<file path="config.mk">
export PLATFORM = sky130hd
export DESIGN_NAME = sensor_alarm_ctrl
export DESIGN_NICKNAME = d
export VERILOG_FILES = /design/src/rtl/sensor_alarm_ctrl.sv
export SDC_FILE = /design/constraint.sdc
export NUM_CORES = 1
export LEC_CHECK = 0
export BUFFER_PORTS_ARGS = -buffer_cell sky130_fd_sc_hd__buf_2
export CAP_MARGIN = 10
export CORE_MARGIN = 8
export CORE_UTILIZATION = 34
export DETAILED_ROUTE_END_ITERATION = 16
export SLEW_MARGIN = 20
export SYNTH_ARGS = -nofsm -noshare
export SYNTH_HDL_FRONTEND = slang
export SYNTH_SLANG_ARGS = --single-unit
</file>
<file path="constraint.sdc">
create_clock -name clk -period 4.9 [get_ports clk]
set_input_delay 0 -clock clk [delete_from_list [all_inputs] [get_ports clk]]
set_output_delay 0 -clock clk [all_outputs]
set_load 0.03 [all_outputs]
</file>
<file path="src/rtl/sensor_alarm_ctrl.sv">
// N-sensor intrusion alarm: synchronised, debounced inputs feed an armed/alarm/cooldown FSM
// that drives the LED, a pulsed buzzer and a registered 7-segment digit.
module sensor_alarm_ctrl #(
  parameter int N_SENSORS        = 4,
  parameter int MIN_ACTIVE       = 2,
  parameter int DEBOUNCE_CYCLES  = 500_000,
  parameter int ALARM_CYCLES     = 50_000_000,
  parameter int COOLDOWN_CYCLES  = 100_000_000,
  parameter int BEEP_HALF_CYCLES = 12_500_000
) (
  input  logic                 clk,
  input  logic                 rst,
  input  logic [N_SENSORS-1:0] sensor,
  input  logic                 arm,
  input  logic                 ack,
  output logic                 led,
  output logic                 buzzer,
  output logic [6:0]           seg7,
  output logic [7:0]           alarm_events
);

  // state      | meaning
  // DISARMED   | idle, display blank, triggers ignored
  // ARMED      | watching for MIN_ACTIVE debounced sensors
  // ALARM      | led on, buzzer pulsing, timed period
  // COOLDOWN   | post-alarm window, triggers and ack ignored
  typedef enum logic [1:0] {S_DISARMED, S_ARMED, S_ALARM, S_COOLDOWN} state_t;

  localparam int DB_W    = (DEBOUNCE_CYCLES > 1) ? $clog2(DEBOUNCE_CYCLES) : 1;
  localparam int TMR_MAX = (ALARM_CYCLES > COOLDOWN_CYCLES) ? ALARM_CYCLES : COOLDOWN_CYCLES;
  localparam int TMR_W   = $clog2(TMR_MAX);
  localparam int BEEP_W  = (BEEP_HALF_CYCLES > 1) ? $clog2(BEEP_HALF_CYCLES) : 1;

  logic [N_SENSORS-1:0] sync1, sync2, deb;
  logic [DB_W-1:0]      db_cnt [N_SENSORS];
  logic [3:0]           active_cnt;
  logic                 trigger;

  state_t               state_q, state_d;
  logic [TMR_W-1:0]     timer_q, timer_d;
  logic                 alarm_start, event_inc;
  logic                 phase_q;
  logic [BEEP_W-1:0]    beep_cnt_q;
  logic [6:0]           seg_q, seg_d;
  logic [7:0]           events_q;

  always_ff @(posedge clk) begin
    if (rst) begin
      sync1 <= '0;
      sync2 <= '0;
      deb   <= '0;
      for (int i = 0; i < N_SENSORS; i++) db_cnt[i] <= '0;
    end else begin
      sync1 <= sensor;
      sync2 <= sync1;
      for (int i = 0; i < N_SENSORS; i++) begin
        if (sync2[i] == deb[i]) begin
          db_cnt[i] <= '0;
        end else if (db_cnt[i] == DB_W'(DEBOUNCE_CYCLES - 1)) begin
          deb[i]    <= sync2[i];
          db_cnt[i] <= '0;
        end else begin
          db_cnt[i] <= db_cnt[i] + DB_W'(1);
        end
      end
    end
  end

  always_comb begin
    active_cnt = '0;
    for (int i = 0; i < N_SENSORS; i++) active_cnt = active_cnt + 4'(deb[i]);
  end

  assign trigger = (active_cnt >= 4'(MIN_ACTIVE));

  always_ff @(posedge clk) begin
    if (rst) begin
      state_q <= S_DISARMED;
      timer_q <= '0;
    end else begin
      state_q <= state_d;
      timer_q <= timer_d;
    end
  end

  always_comb begin
    state_d     = state_q;
    timer_d     = timer_q;
    alarm_start = 1'b0;
    event_inc   = 1'b0;
    case (state_q)
      S_DISARMED: begin
        if (arm) begin
          state_d = S_ARMED;
          timer_d = '0;
        end
      end
      S_ARMED: begin
        if (!arm) begin
          state_d = S_DISARMED;
          timer_d = '0;
        end else if (trigger) begin
          state_d     = S_ALARM;
          timer_d     = '0;
          alarm_start = 1'b1;
          event_inc   = 1'b1;
        end
      end
      S_ALARM: begin
        if (!arm) begin
          state_d = S_DISARMED;
          timer_d = '0;
        end else if (ack) begin
          state_d = S_COOLDOWN;
          timer_d = '0;
        end else if (timer_q == TMR_W'(ALARM_CYCLES - 1)) begin
          // A still-present trigger restarts the period without counting a new event
          timer_d = '0;
          if (trigger) alarm_start = 1'b1;
          else         state_d     = S_COOLDOWN;
        end else begin
          timer_d = timer_q + TMR_W'(1);
        end
      end
      S_COOLDOWN: begin
        if (!arm) begin
          state_d = S_DISARMED;
          timer_d = '0;
        end else if (timer_q == TMR_W'(COOLDOWN_CYCLES - 1)) begin
          state_d = S_ARMED;
          timer_d = '0;
        end else begin
          timer_d = timer_q + TMR_W'(1);
        end
      end
      default: begin
        state_d = S_DISARMED;
        timer_d = '0;
      end
    endcase
  end

  always_ff @(posedge clk) begin
    if (rst) begin
      phase_q    <= 1'b0;
      beep_cnt_q <= '0;
    end else if (alarm_start) begin
      phase_q    <= 1'b1;
      beep_cnt_q <= '0;
    end else if (state_q == S_ALARM) begin
      if (beep_cnt_q == BEEP_W'(BEEP_HALF_CYCLES - 1)) begin
        phase_q    <= ~phase_q;
        beep_cnt_q <= '0;
      end else begin
        beep_cnt_q <= beep_cnt_q + BEEP_W'(1);
      end
    end else begin
      phase_q    <= 1'b0;
      beep_cnt_q <= '0;
    end
  end

  always_ff @(posedge clk) begin
    if (rst)                               events_q <= '0;
    else if (event_inc && events_q != 8'hFF) events_q <= events_q + 8'd1;
  end

  always_comb begin
    seg_d = 7'b1111111;
    if (state_q != S_DISARMED) begin
      case ((active_cnt > 4'd9) ? 4'd9 : active_cnt)
        4'd0:    seg_d = 7'b0000001;
        4'd1:    seg_d = 7'b1001111;
        4'd2:    seg_d = 7'b0010010;
        4'd3:    seg_d = 7'b0000110;
        4'd4:    seg_d = 7'b1001100;
        4'd5:    seg_d = 7'b0100100;
        4'd6:    seg_d = 7'b0100000;
        4'd7:    seg_d = 7'b0001111;
        4'd8:    seg_d = 7'b0000000;
        default: seg_d = 7'b0000100;
      endcase
    end
  end

  always_ff @(posedge clk) begin
    if (rst) seg_q <= 7'b1111111;
    else     seg_q <= seg_d;
  end

  assign led          = (state_q == S_ALARM);
  assign buzzer       = (state_q == S_ALARM) && phase_q;
  assign seg7         = seg_q;
  assign alarm_events = events_q;

endmodule
</file>
==> qor.json, run 1 <==
{
  "global_routing": {
    "number_of_antenna_violations_at_the_first_check_in_global_routing": 0,
    "grt_first_pass_wirelength_um": 25690,
    "grt_util_overall_pct": 11.00,
    "number_of_global_route_vias_before_repair": 5594,
    "grt_start_max_net_pins": 38,
    "global_route.overflow_total": 0
  },
  "synthesis": {
    "synth-edff-count": 76,
    "yosys.cell_types.count": 51,
    "synth_area_per_cell_um2": 9.611,
    "ys_ff_latch": 157,
    "postSynthCellCount": 807,
    "post_synth_instance_area_um2": 7756,
    "yosys_most_used_dff": "sky130_fd_sc_hd__dfxtp_1",
    "synth-seq-area-share_pct": 50.33,
    "synthesis.yosys.warnings": 0,
    "synth-async-reset-ratio_pct": 0
  },
  "worst_setup_path": {
    "cp_max_fo": 8,
    "worst_ep_required_time_ns": 5.20,
    "r2r.worst_path.cells": 13,
    "cp_data_arrival_time_ns": 3.65,
    "crit_path_end_kind": "register",
    "cp_cell_sequence": "inv_1, fa_1, inv_1, ha_1, inv_1, ha_1, ha_1, nand2b_1, a31o_2, nor3_1, nand4_1, xor2_1, nor2_1",
    "worst_path_largest_cell_delay_ns": 0.59,
    "criticalPathCategory": "register to register",
    "setup.worst_path.start_class": "register",
    "reg2reg_from": "deb[0]$_SDFFE_PP0P_",
    "critical_path.startpoint": "deb[0]$_SDFFE_PP0P_",
    "critPathSlowestCell": "sky130_fd_sc_hd__nor3_1"
  },
  "cts": {
    "cts_htree_levels": 4,
    "insertion_delay_ns": 0.42,
    "clock_path_buffers": 2,
    "number_of_setup_buffers_added_after_cts": 0,
    "root_buffer": "sky130_fd_sc_hd__clkbuf_16",
    "cts.sink_count": 157,
    "tritoncts": "yes",
    "numCtsBuffers": 17,
    "clk_pin_slew_ns": 0.06
  },
  "hold_path": {
    "hp-class": "input pin to register",
    "hold_start": "arm",
    "hold-path-cell-count": 4
  },
  "final_layout": {
    "regArea_um2": 3904,
    "num_antenna_cells": 0,
    "most_frequent_cells_in_the_layout": "sky130_fd_sc_hd__nor2_1 (164), sky130_fd_sc_hd__dfxtp_1 (81), sky130_fd_sc_hd__edfxtp_1 (76), sky130_fd_sc_hd__conb_1 (76), sky130_fd_sc_hd__xor2_1 (73)",
    "final_nets": 941,
    "multiInputGateArea_um2": 3964,
    "layout_commonest_cell": "sky130_fd_sc_hd__nor2_1",
    "final_cells": 1210,
    "fill_cells": 2212,
    "drive_gt1_share_pct": 7.568,
    "syn_to_final_growth_pct": 16.95
  },
  "floorplanning": {
    "num_rows": 55,
    "fp.coreArea_um2": 22500,
    "io-pin-count": 25,
    "die_y_um": 167.0,
    "effective_utilization_at_floorplan_pct": 34.47,
    "dieArea_um2": 27900,
    "die_w_um": 167.0
  },
  "drt": {
    "routed_via_density": 4.625,
    "dr_total_vias": 5596,
    "post-route-drc-count": 0,
    "drt-initial-drc-count": 339,
    "remaining_antenna_violation_count": 0,
    "routed_wirelength_um": 14520,
    "detailedRoute.firstPassIterationCount": 4,
    "wire_length_per_cell_after_detailed_routing_um": 12.00
  },
  "timing": {
    "timing.final.max_slew_violations": 0,
    "timing.slew.headroom_pct": 34.34,
    "fmax_ghz": 0.2986,
    "final_min_period_over_clock_period_pct": 68.35,
    "final_hold_viol_count": 0,
    "finalSetupViolations": 0,
    "timing_worst_slew_pin_value_ns": 0.9758,
    "rsz0062_at_grt": "no",
    "timing.final.crit_period_ns": 3.349,
    "skew_ns": 0.005696,
    "setup_total_negative_slack_ns": 0
  },
  "placed_design": {
    "buffer_ports.inserted": 24,
    "placedCellCount": 1173,
    "gp_routability_congestion": 0.7512,
    "hpwl_after_dpl_um": 10400
  },
  "status": {
    "outcome": "completed"
  },
  "pwr": {
    "post-layout-total-power_mw": 2.824,
    "leakagePower_nw": 3.173,
    "ir_worst_vdd_v": 0.0002107,
    "power_per_standard_cell_area_nw_per_um2": 311.3
  },
  "flow_run": {
    "max_cap_viol_count": 0
  }
}
-- worst paths after layout --
check | endpoint | slack, ns
max reg2reg | timer_q[14]$_SDFFE_PP0P_ | 1.55
max | timer_q[14]$_SDFFE_PP0P_ | 1.55
min | state_q[0]$_SDFFE_PP0P_ | 0.07
min reg2reg | sync2[2]$_SDFF_PP0_ | 0.43
-- where the power goes --
group,switching [mW],internal (mW),total (mW)
logic,0.0756,0.0427,0.118
registers,0.0331,1.41,1.44
clock network,0.515,0.745,1.26
total,0.624,2.20,2.82
-- registers in the layout (all words and copies together) (netlist names) --
register / count
seg7: 7
timer_q: 27
sync1: 4
phase_q: 1
sync2: 4
alarm_events: 8
state_q: 2
db_cnt: 76
deb: 4
beep_cnt_q: 24
-- per-layer routing --
| layer | vias to the layer above | GRT usage, % | part of all wire [%] | routed length (um) |
|---|---|---|---|---|
| met3 | 15 | 3.026 | 3.3 | 480 |
| li1 | 2933 | - | - | - |
| met2 | 42 | 18.70 | 49 | 7085 |
| met1 | 2606 | 13.16 | 47 | 6774 |
| met5 | - | 0 | 0 | 0 |
| met4 | 0 | 3.839 | 1.2 | 174 |
-- cells in the mapped netlist (all sizes together) (2+ instances only) --
library cell	n	share of area [%]
dfxtp	81	21
xor2	73	8.2
and3	14	1.1
nand3b	4	0.39
a21o	2	0.19
nor4b	3	0.34
nand4	34	2.7
nor2b	11	0.89
nand2b	6	0.48
ha	20	3.2
o21ai	15	0.97
or2	5	0.40
nor4	16	1.3
a211oi	2	0.26
xnor2	41	4.6
and4	8	0.90
mux2i	7	0.90
o311ai	2	0.45
edfxtp	76	29
buf	5	0.34
a31o	2	0.23
or3	11	0.89
o211ai	2	0.19
nor3	12	0.77
a21oi	11	0.71
inv	27	1.3
nand3	45	2.9
nor2	164	7.9
nand2	69	3.3
and2	3	0.24
a31oi	6	0.68
or4	5	0.53
clkbuf	13	0.63
-- through the flow --
stage | utilization, % | area (um^2) | setup WS (ns) | hold slack, ns
4_1_cts | 40.23 | 9054 | 1.451 | 0.03719
3_3_place_gp | 37.50 | 8439 | 1.563 | 0.2129
2_1_floorplan | - | 8038 | 1.943 | 0.1282
6_report | 40.31 | 9071 | 1.551 | 0.06979
3_5_place_dp | 37.50 | 8439 | 1.464 | 0.2175
5_1_grt | 40.31 | 9071 | 1.287 | 0.08744
-- timing repair --
| item | CTS | global route |
|---|---|---|
| hold endpoints to repair | 4 | 0 |
| hold buffers | 4 | 0 |
| gates resized for setup | 0 | 0 |
-- worst max-delay path: cells and delay by family (launching register included) --
family	cells	cell delay, ns
DFF	1	0.36
xor gates and xnor gates	1	0.18
buffers and inverters	3	0.19
adders and majority gates	4	1.17
and+or+nand+nor	4	0.98
AOI/OAI and AO/OA	1	0.35
-- area by class of cell --
cell class | count | area share (%)
Clock buffer | 23 | 5.738
Clock inverter | 9 | 0.5931
Inverter | 27 | 1.117
Multi-Input combinational cell | 680 | 43.70
Sequential cell | 157 | 43.03
Tap cell | 285 | 3.931
Timing Repair Buffer | 29 | 1.890
-- logic make-up after synthesis --
group	synth area share, %
xor+xnor	12.87
simple gates	25.60
mux	0.9034
buf+inv	2.275
fa+ha+maj	3.484
other cells	0.04835
compound gates	4.485
flops	50.33
Power figures use the tool's default switching activity.
==> run 2: changes to the inputs <==
- clock period: 4.9 -> 3 ns (I/O delays scaled with it)
==> run 2 against run 1 <==
Compared with the run above:
- worst hold slack gained 0.0082 ns
- clock power is 56% higher
- combinational power increased by 70%
- wire length up 0.67%
- largest cell class unchanged
- die area did not move
- flip-flop and latch count is the same
- via count grew 2.3%
- register-to-register slack worse by 1.4 ns
==> qor.json, run 2 (synthesis results as in run 1) <==
{
  "status": {
    "outcome": {"value": "completed", "change": "unchanged"}
  },
  "drt": {
    "met2_wirelength": {"value": 7036, "unit": "um", "change": "was 7085 um"},
    "remaining_antenna_violation_count": {"value": 0, "change": "unchanged"},
    "wire_length_per_cell_after_detailed_routing": {"value": 11.95, "unit": "um", "change": "was 12.00 um"},
    "wirelength_met1": {"value": 6897, "unit": "um", "change": "was 6774 um"},
    "highest-signal-layer": {"value": "met4", "change": "unchanged"},
    "dr_total_vias": {"value": 5723, "change": "was 5596"},
    "met3_length": {"value": 474, "unit": "um", "change": "was 480 um"},
    "routed_wirelength": {"value": 14610, "unit": "um", "change": "was 14520 um"},
    "routed_via_density": {"value": 4.679, "change": "was 4.625"},
    "drt-initial-drc-count": {"value": 288, "change": "was 339"},
    "detailedRoute.firstPassIterationCount": {"value": 4, "change": "unchanged"},
    "post-route-drc-count": {"value": 0, "change": "unchanged"}
  },
  "floorplanning": {
    "num_rows": {"value": 55, "change": "unchanged"},
    "die_w": {"value": 167.0, "unit": "um", "change": "unchanged"},
    "die_y": {"value": 167.0, "unit": "um", "change": "unchanged"},
    "fp.coreArea": {"value": 22500, "unit": "um^2", "change": "unchanged"},
    "io-pin-count": {"value": 25, "change": "unchanged"},
    "effective_utilization_at_floorplan": {"value": 34.47, "unit": "%", "change": "unchanged"},
    "dieArea": {"value": 27900, "unit": "um^2", "change": "unchanged"}
  },
  "cts": {
    "cts.sink_count": {"value": 157, "change": "unchanged"},
    "insertion_delay": {"value": 0.42, "unit": "ns", "change": "about the same"},
    "clock_path_buffers": {"value": 2, "change": "unchanged"},
    "tritoncts": {"value": "yes", "change": "unchanged"},
    "clk_pin_slew": {"value": 0.06, "unit": "ns", "change": "about the same"},
    "root_buffer": {"value": "sky130_fd_sc_hd__clkbuf_16", "change": "unchanged"},
    "numCtsBuffers": {"value": 17, "change": "unchanged"},
    "cts_htree_levels": {"value": 4, "change": "unchanged"}
  },
  "global_routing": {
    "number_of_global_route_vias_before_repair": {"value": 5404, "change": "was 5594"},
    "global_route.overflow_total": {"value": 0, "change": "unchanged"},
    "grt_start_max_net_pins": {"value": 38, "change": "unchanged"},
    "grt_first_pass_wirelength": {"value": 25460, "unit": "um", "change": "was 25690 um"},
    "number_of_antenna_violations_at_the_first_check_in_global_routing": {"value": 0, "change": "unchanged"},
    "grt_util_overall": {"value": 10.91, "unit": "%", "change": "was 11.00%"}
  },
  "worst_setup_path": {
    "cp_max_fo": {"value": 7, "change": "was 8"},
    "critPathSlowestCell": {"value": "sky130_fd_sc_hd__fa_1", "change": "was sky130_fd_sc_hd__nor3_1"},
    "worst_path_largest_cell_delay": {"value": 0.46, "unit": "ns", "change": "was 0.59 ns"},
    "worst_ep_required_time": {"value": 3.35, "unit": "ns", "change": "was 5.20 ns"},
    "cp_cell_sequence": {"value": "inv_1, fa_1, inv_1, ha_1, inv_1, ha_1, ha_4, nand2b_4, a31oi_4, buf_6, nand4_1, or3_1, a21oi_1", "change": "was inv_1, fa_1, inv_1, ha_1, inv_1, ha_1, ha_1, nand2b_1, a31o_2, nor3_1, nand4_1, xor2_1, nor2_1"},
    "crit_top_cell": "sky130_fd_sc_hd__inv_1",
    "timing.critical_path.buf_inv": {"value": 4, "change": "was 3"},
    "setup.worst_path.start_class": {"value": "register", "change": "unchanged"},
    "path_delay_family": {"value": "adder cells", "change": "unchanged"},
    "crit_path_end_kind": {"value": "register", "change": "unchanged"},
    "criticalPathCategory": {"value": "register to register", "change": "unchanged"},
    "cp_data_arrival_time": {"value": 3.15, "unit": "ns", "change": "was 3.65 ns"}
  },
  "final_layout": {
    "layout_commonest_cell": {"value": "sky130_fd_sc_hd__nor2_1", "change": "unchanged"},
    "finish.instance_area": {"value": 9166, "unit": "um^2", "change": "was 9071 um^2"},
    "syn_to_final_growth": {"value": 18.18, "unit": "%", "change": "was 16.95%"},
    "register_ranked_first_by_flip_flop_count": {"value": "db_cnt", "change": "unchanged"},
    "drive_gt1_share": {"value": 8.849, "unit": "%", "change": "was 7.568%"},
    "most_frequent_cells_in_the_layout": {"value": "sky130_fd_sc_hd__nor2_1 (164), sky130_fd_sc_hd__dfxtp_1 (81), sky130_fd_sc_hd__edfxtp_1 (76), sky130_fd_sc_hd__conb_1 (76), sky130_fd_sc_hd__xor2_1 (73)", "change": "unchanged"},
    "max_reg_flops": {"value": 76, "change": "unchanged"},
    "final_nets": {"value": 955, "change": "was 941"},
    "top_regs": {"value": "db_cnt x76, timer_q x27, beep_cnt_q x24", "change": "unchanged"},
    "num_antenna_cells": {"value": 0, "change": "unchanged"}
  },
  "timing": {
    "timing.final.crit_period": {"value": 2.803, "unit": "ns", "change": "was 3.349 ns"},
    "timing.final.max_slew_violations": {"value": 0, "change": "unchanged"},
    "final_min_period_over_clock_period": {"value": 93.45, "unit": "%", "change": "was 68.35%"},
    "fmax": {"value": 0.3567, "unit": "GHz", "change": "was 0.2986 GHz"},
    "skew": {"value": 0.009452, "unit": "ns", "change": "was 0.005696 ns"},
    "timing.slew.headroom": {"value": 47.72, "unit": "%", "change": "was 34.34%"},
    "rsz0062_at_grt": {"value": "no", "change": "unchanged"},
    "final_hold_viol_count": {"value": 0, "change": "unchanged"},
    "finalSetupViolations": {"value": 0, "change": "unchanged"},
    "setup_total_negative_slack": {"value": 0, "unit": "ns", "change": "unchanged"},
    "timing_worst_slew_pin_value": {"value": 0.7770, "unit": "ns", "change": "was 0.9758 ns"}
  },
  "placed_design": {
    "hpwl_after_dpl": {"value": 10520, "unit": "um", "change": "was 10400 um"},
    "dpl_cell_area": {"value": 8529, "unit": "um^2", "change": "was 8439 um^2"},
    "buffer_ports.inserted": {"value": 24, "change": "unchanged"},
    "gp_routability_congestion": {"value": 0.7909, "change": "was 0.7512"}
  },
  "hold_path": {
    "hp-class": {"value": "input pin to register", "change": "unchanged"}
  },
  "flow_run": {
    "max_cap_viol_count": {"value": 0, "change": "unchanged"}
  },
  "pwr": {
    "ir_worst_vdd": {"value": 0.0003887, "unit": "V", "change": "was 0.0002107 V"},
    "leakagePower": {"value": 3.226, "unit": "nW", "change": "was 3.173 nW"},
    "power_per_standard_cell_area": {"value": 493.9, "unit": "nW/um^2", "change": "was 311.3 nW/um^2"}
  }
}
run 2: final cells by class:
| class | instances | area, um^2 |
|---|---|---|
| Tap cell | 285 | 356.6 |
| Inverter | 27 | 101.3 |
| Multi-Input combinational cell | 680 | 3995 |
| Clock buffer | 25 | 498.0 |
| Timing Repair Buffer | 43 | 276.5 |
| Fill cell | 2208 | 13340 |
| Sequential cell | 157 | 3904 |
| Clock inverter | 6 | 35.03 |
run 2: routing by layer:
| layer | GRT usage, % | up-vias |
|---|---|---|
| li1 | - | 2958 |
| met1 | 13.51 | 2674 |
| met2 | 17.99 | 77 |
| met3 | 2.766 | 14 |
| met4 | 4.191 | 0 |
| met5 | 0 | - |
run 2: final timing paths:
path / from / to / slack [ns] / cells past startpoint
worst max-delay path: deb[0]$_SDFFE_PP0P_ / timer_q[15]$_SDFFE_PP0P_ / 0.20 / 13
worst min-delay path: arm / state_q[0]$_SDFFE_PP0P_ / 0.08 / 4
worst max register to register: deb[0]$_SDFFE_PP0P_ / timer_q[15]$_SDFFE_PP0P_ / 0.20 / 13
worst min register to register: sync1[1]$_SDFF_PP0_ / sync2[1]$_SDFF_PP0_ / 0.44 / 1
run 2: through the flow:
stage / worst slack [ns] / utilization [%] / hold WS [ns] / power (mW) / std cells
after floorplan: 0.04309 / - / 0.1282 / 2.540 / 882
after global placement: 0.1677 / 37.90 / 0.2209 / 2.595 / 1185
after detailed placement: 0.1268 / 37.90 / 0.2193 / 2.597 / 1185
after CTS: 0.1025 / 40.45 / 0.05100 / 4.585 / 1220
after global routing: 0.005696 / 40.73 / 0.1106 / 4.715 / 1223
final: 0.1966 / 40.73 / 0.07799 / 4.527 / 1223
run 2: worst min-delay path: stages:
cell and delay (ns):
sky130_fd_sc_hd__buf_2 0.15, sky130_fd_sc_hd__inv_1 0.11, sky130_fd_sc_hd__a211o_1 0.13, sky130_fd_sc_hd__a21oi_1 0.06
run 2: where the power goes:
part	leakage [nW]	internal (mW)	switching (mW)
logic	1.52	0.0758	0.125
registers	1.44	2.31	0.0534
clock network	0.266	1.15	0.820
run 2: timing repair:
item / in CTS / in global routing
hold endpoints to repair: 4 / 0
setup buffers: 0 / 3
setup endpoints to repair: 0 / 12
hold buffers: 4 / 0
resized for setup: 0 / 7
